[config.mk]
export PLATFORM = sky130hd
export DESIGN_NAME = stream_fifo_source
export DESIGN_NICKNAME = d
export VERILOG_FILES = /design/src/rtl/stream_fifo_pkg.sv /design/src/rtl/stream_fifo_mem.sv /design/src/rtl/stream_fifo_source.sv
export SDC_FILE = /design/constraint.sdc
export NUM_CORES = 1
export LEC_CHECK = 0
export CORE_ASPECT_RATIO = 1.1
export CORE_MARGIN = 4
export CORE_UTILIZATION = 46
export DETAILED_ROUTE_END_ITERATION = 16
export HOLD_SLACK_MARGIN = 0.06
export PLACE_DENSITY = 0.85
export SETUP_SLACK_MARGIN = 0.15
export SYNTH_ARGS = -nofsm -noshare
export SYNTH_HDL_FRONTEND = slang
export SYNTH_HIERARCHICAL = 1
export SYNTH_SLANG_ARGS = --single-unit
[constraint.sdc]
create_clock -name clk -period 2.5 [get_ports clk]
set_clock_uncertainty 0.2 [all_clocks]
set_input_delay 0.375 -clock clk [delete_from_list [all_inputs] [get_ports clk]]
set_output_delay 0.375 -clock clk [all_outputs]
set_load 0.05 [all_outputs]
[src/rtl/stream_fifo_pkg.sv]
// Shared constants and pointer helpers for the stream FIFO source slice.
package stream_fifo_pkg;

  localparam int unsigned DEFAULT_DATA_WIDTH = 8;
  localparam int unsigned DEFAULT_ADDR_WIDTH = 2;
  localparam int unsigned STAT_WIDTH         = 16;
  localparam int unsigned PTR_MAX_WIDTH      = 9;

  // Occupancy from wrap-bit pointers, taken modulo 2**(aw+1).
  function automatic logic [PTR_MAX_WIDTH-1:0] ptr_level(
    input logic [PTR_MAX_WIDTH-1:0] wr,
    input logic [PTR_MAX_WIDTH-1:0] rd,
    input int unsigned              aw
  );
    logic [PTR_MAX_WIDTH:0]   span;
    logic [PTR_MAX_WIDTH-1:0] mask;
    span = (PTR_MAX_WIDTH+1)'(1) << (aw + 1);
    mask = PTR_MAX_WIDTH'(span - (PTR_MAX_WIDTH+1)'(1));
    return (wr - rd) & mask;
  endfunction

endpackage

[src/rtl/stream_fifo_mem.sv]
// FIFO storage: register array, synchronous write port, asynchronous read port, no reset.
module stream_fifo_mem #(
  parameter int unsigned DATA_WIDTH = 8,
  parameter int unsigned ADDR_WIDTH = 2
) (
  input  logic                  clk_i,
  input  logic                  we_i,
  input  logic [ADDR_WIDTH-1:0] waddr_i,
  input  logic [DATA_WIDTH-1:0] wdata_i,
  input  logic [ADDR_WIDTH-1:0] raddr_i,
  output logic [DATA_WIDTH-1:0] rdata_o
);

  logic [DATA_WIDTH-1:0] mem_q [2**ADDR_WIDTH];

  always_ff @(posedge clk_i) begin
    if (we_i) mem_q[waddr_i] <= wdata_i;
  end

  assign rdata_o = mem_q[raddr_i];

endmodule

[src/rtl/stream_fifo_source.sv]
// Show-ahead ready/valid FIFO feeding the 8-bit stream consumer.
// Optional stats counters enabled by defining STREAM_FIFO_SOURCE_STATS_EN.
module stream_fifo_source
  import stream_fifo_pkg::*;
#(
  parameter int unsigned DATA_WIDTH = DEFAULT_DATA_WIDTH,
  parameter int unsigned ADDR_WIDTH = DEFAULT_ADDR_WIDTH
) (
  input  logic                  clk,
  input  logic                  reset,
  input  logic                  up_valid,
  output logic                  up_ready,
  input  logic [DATA_WIDTH-1:0] up_data,
  output logic                  dn_valid,
  input  logic                  dn_ready,
  output logic [DATA_WIDTH-1:0] dn_data,
  output logic [ADDR_WIDTH:0]   level,
  output logic                  full,
  output logic                  empty
`ifdef STREAM_FIFO_SOURCE_STATS_EN
 ,output logic [STAT_WIDTH-1:0] accept_count,
  output logic [STAT_WIDTH-1:0] stall_count
`endif
);

  localparam int unsigned PTR_W = ADDR_WIDTH + 1;

  logic [PTR_W-1:0] wr_ptr_q, wr_ptr_d;
  logic [PTR_W-1:0] rd_ptr_q, rd_ptr_d;
  logic             wr_en, rd_en;

  // Flags derive only from registered pointers, so dn_ready never reaches up_ready.
  assign empty    = (wr_ptr_q == rd_ptr_q);
  assign full     = (wr_ptr_q[ADDR_WIDTH-1:0] == rd_ptr_q[ADDR_WIDTH-1:0]) &&
                    (wr_ptr_q[ADDR_WIDTH] != rd_ptr_q[ADDR_WIDTH]);
  assign up_ready = !full;
  assign dn_valid = !empty;
  assign level    = PTR_W'(ptr_level(PTR_MAX_WIDTH'(wr_ptr_q),
                                     PTR_MAX_WIDTH'(rd_ptr_q), ADDR_WIDTH));

  assign wr_en = up_valid && up_ready;
  assign rd_en = dn_valid && dn_ready;

  always_comb begin
    wr_ptr_d = wr_ptr_q;
    rd_ptr_d = rd_ptr_q;
    if (wr_en) wr_ptr_d = wr_ptr_q + PTR_W'(1);
    if (rd_en) rd_ptr_d = rd_ptr_q + PTR_W'(1);
  end

  always_ff @(posedge clk or posedge reset) begin
    if (reset) begin
      wr_ptr_q <= '0;
      rd_ptr_q <= '0;
    end else begin
      wr_ptr_q <= wr_ptr_d;
      rd_ptr_q <= rd_ptr_d;
    end
  end

  stream_fifo_mem #(
    .DATA_WIDTH (DATA_WIDTH),
    .ADDR_WIDTH (ADDR_WIDTH)
  ) u_mem (
    .clk_i   (clk),
    .we_i    (wr_en),
    .waddr_i (wr_ptr_q[ADDR_WIDTH-1:0]),
    .wdata_i (up_data),
    .raddr_i (rd_ptr_q[ADDR_WIDTH-1:0]),
    .rdata_o (dn_data)
  );

`ifdef STREAM_FIFO_SOURCE_STATS_EN
  logic [STAT_WIDTH-1:0] accept_q, accept_d;
  logic [STAT_WIDTH-1:0] stall_q, stall_d;

  // Both counters saturate at all-ones rather than wrapping.
  always_comb begin
    accept_d = accept_q;
    stall_d  = stall_q;
    if (wr_en && (accept_q != '1))                   accept_d = accept_q + STAT_WIDTH'(1);
    if (dn_valid && !dn_ready && (stall_q != '1))    stall_d  = stall_q + STAT_WIDTH'(1);
  end

  always_ff @(posedge clk or posedge reset) begin
    if (reset) begin
      accept_q <= '0;
      stall_q  <= '0;
    end else begin
      accept_q <= accept_d;
      stall_q  <= stall_d;
    end
  end

  assign accept_count = accept_q;
  assign stall_count  = stall_q;
`else
  // Stats disabled: no counters or extra ports.
`endif

endmodule
==> results of run 1 <==
## sequential cells by signal (all words and copies together), names as in the netlist
signal / cells
rd_ptr_q: 3
u_mem/mem_q: 32
wr_ptr_q: 3
## cells by family after synthesis
family,share of synthesized area
flip-flops,0.698
buffers and inverters,0.0338
multiplexers,0.143
AND/OR/NAND/NOR,0.0369
XOR/XNOR,0.0275
adder cells (fa/ha/maj),0.0440
AO/OA/AOI/OAI,0.0173
## worst max-delay path: stages, from the launching register on
cell and delay [ns]:
dfrtp_2 0.39, inv_2 0.03, ha_2 0.18, fa_2 0.38, xnor2_2 0.23, buf_12 0.17
## layout make-up
| type | count | area (um2) | share of cell area |
|---|---|---|---|
| well taps | 48 | 60.1 | 0.0286 |
| inverters | 10 | 37.5 | 0.0179 |
| clock inverters | 3 | 16.3 | 0.00775 |
| flip-flops and latches | 38 | 1110 | 0.531 |
| multi-input cells | 37 | 460 | 0.219 |
| clock buffers | 5 | 37.5 | 0.0179 |
| repair buffers | 34 | 373 | 0.178 |
## cells in the final DEF (no fill, tap or decap), types with 2 or more instances in the layout
cell,instances
edfxtp_1,32
buf_4,15
clkdlybuf4s50_1,11
inv_1,9
mux4_2,8
buf_12,7
nand2_1,5
clkbuf_4,5
dfrtp_1,4
xnor2_1,3
ha_1,3
o21ai_2,2
mux2_2,2
o21ai_0,2
and3b_1,2
dfrtp_2,2
## Yosys cell counts
master | number | area [um2]
mux2i_1 | 1 | 10.0
and3b_1 | 2 | 17.5
o21ai_2 | 2 | 17.5
buf_6 | 1 | 11.3
inv_1 | 10 | 37.5
mux2_4 | 1 | 15.0
nand2_1 | 5 | 18.8
xnor2_1 | 4 | 35.0
mux4_2 | 8 | 180
o21ai_0 | 2 | 10.0
mux2_2 | 2 | 22.5
xor2_1 | 1 | 8.76
ha_1 | 4 | 50.1
clkbuf_2 | 1 | 5.00
nor2_1 | 1 | 3.75
edfxtp_1 | 32 | 961
fa_1 | 1 | 20.0
nand3_1 | 1 | 5.00
dfrtp_1 | 6 | 150
nor3b_1 | 1 | 7.51
and3_1 | 1 | 6.26
## per-stage QoR
step	util	setup WS [ns]	instance area [um2]	instances	hold slack, ns
detailed placement	0.598	0.385	1990	163	0.379
floorplan	-	0.160	1610	87	-0.0340
global placement	0.598	0.429	1990	163	0.368
CTS	0.622	0.158	2070	174	0.403
finish	0.630	0.224	2100	175	0.436
global route	0.630	0.120	2100	175	0.447
## worst max-delay path by stage
stage	from	end	slack [ns]	depth (start not counted)
floorplan	wr_ptr_q[0]	dn_valid	0.16	5
global placement	wr_ptr_q[0]	level[2]	0.43	5
CTS	rd_ptr_q[1]	dn_valid	0.16	7
detailed placement	wr_ptr_q[0]	u_mem/mem_q[1][1]	0.38	6
global route	rd_ptr_q[1]	dn_valid	0.12	7
finish	wr_ptr_q[0]	level[2]	0.22	5
## routing by layer
| layer | GRT usage | wire length (um) | up-vias |
|---|---|---|---|
| li1 | - | - | 402 |
| met1 | 0.157 | 1050 | 424 |
| met2 | 0.231 | 1530 | 23 |
| met3 | 0.0421 | 140 | 6 |
| met4 | 0.0634 | 48 | 0 |
| met5 | 0 | 0 | - |
## timing repair
item / 4_1_cts / 5_1_grt
pin swaps: 1 / 2
endpoints found under the hold margin: 6 / 0
setup endpoints to repair: 3 / 8
gates resized for setup: 2 / 5
hold buffers: 1 / 0
setup buffers: 2 / 1
==> impl_results.md, run 1 <==
- Outcome: finished, final reports clean
- Clk slew on worst S/H paths: 0.10 ns
- DP Wirelength: 1960 um
- Worst-path fanout max: 2
- CTS tree: built
- Rel. slew slack: 0.717
- Syn Nets: 104
- Hold_sp: wr_ptr_q[0]
- Reg2Reg Depth: 4
- Vias/cell: between 4 and 5
- Pin count of the biggest net entering global routing: 13
- Seq/Total Area, Yosys: 0.698
- Max-cap violations: 0
- Inserted Clock Buffers: 5
- Overflow after GRT: 0
- Clock latency on the worst-skew pair: 0.33 ns
- Finish-stage setup viols: 0
- GRT Overall Usage: 0.137
- Final Hold Vio Count: 0
- Routed vias: 855
- Kind of critical path: reg -> out
- RSZ-0062 raised after global routing: yes
- Site row count: 22
- Share of layout cells above drive strength 1: 0.402
- Fmax: 439 MHz
- Hold WC Path Type: reg -> reg
- Worst Tran Pin Value: 0.424 ns
- Vias in the first global route: between 900 and 1,000
- CP startpoint kind: flip-flop
- Fillers: 246
- Synth Register Bits: 38
- Port bufs: 26
- WP data arrival: 1.70 ns
- Total clock sinks: 38
- Initial antenna violation count: 0
- Yosys warns: 6
- Worst r2r src: wr_ptr_q[2]
- Post-synthesis cell type count: 21
- H-tree depth: 2
- Syn Inst Count: 87
- Drt first-iter violations: 34
- Global-route wire length before repair: about 4500 um
- Synthesized area per cell: 18.3 um2
- Die Y: 69.7 um
- Layout area overhead: 31.7%
- DRT antenna net count: 0
- Drt pass-1 iters: 2
- Mapped cell area: 1590 um2
- Final #Nets: 143
- Die Footprint: 4470 um2
- GPL Wtd Cong: 0.765
- Post-Route WL: 2770 um
- R2R Setup Slk: approximately 0.46 ns
- Core footprint: 3330 um2
- WL/cell: 15.8 um
- Final period util: 0.910
- Die width: 64.1 um
- Root Driver: clkbuf_4
- Antenna diode count: 0
- Post-layout minimum cycle time: 2.28 ns
- Hold Path Stages: 2
- Max-slew violation count: 0
- Starting Density: 0.478
- Post-route DRC: 0
- Crit. End Element: output pin
- I/O pin count: 27
- Required time worst endpoint: 1.92 ns
- WHS Endpoint: wr_ptr_q[0]
- Worst R2R End: u_mem/mem_q[1][3]
- Bufs on Longest Clock Path: 2
- Setup TNS: 0 ns
Power of run 1 is left out: the tool's default activity adds up to more than one toggle a clock period on the data nets, which glitch-free logic cannot reach.
==> run 2, diff against run 1 <==
SKIP_LAST_GASP = 1   (was default)
==> results of run 2 <==
Same layout as run 1: the final DEF is identical, and so are final timing and power.
Power of run 2 is left out for the same reason.
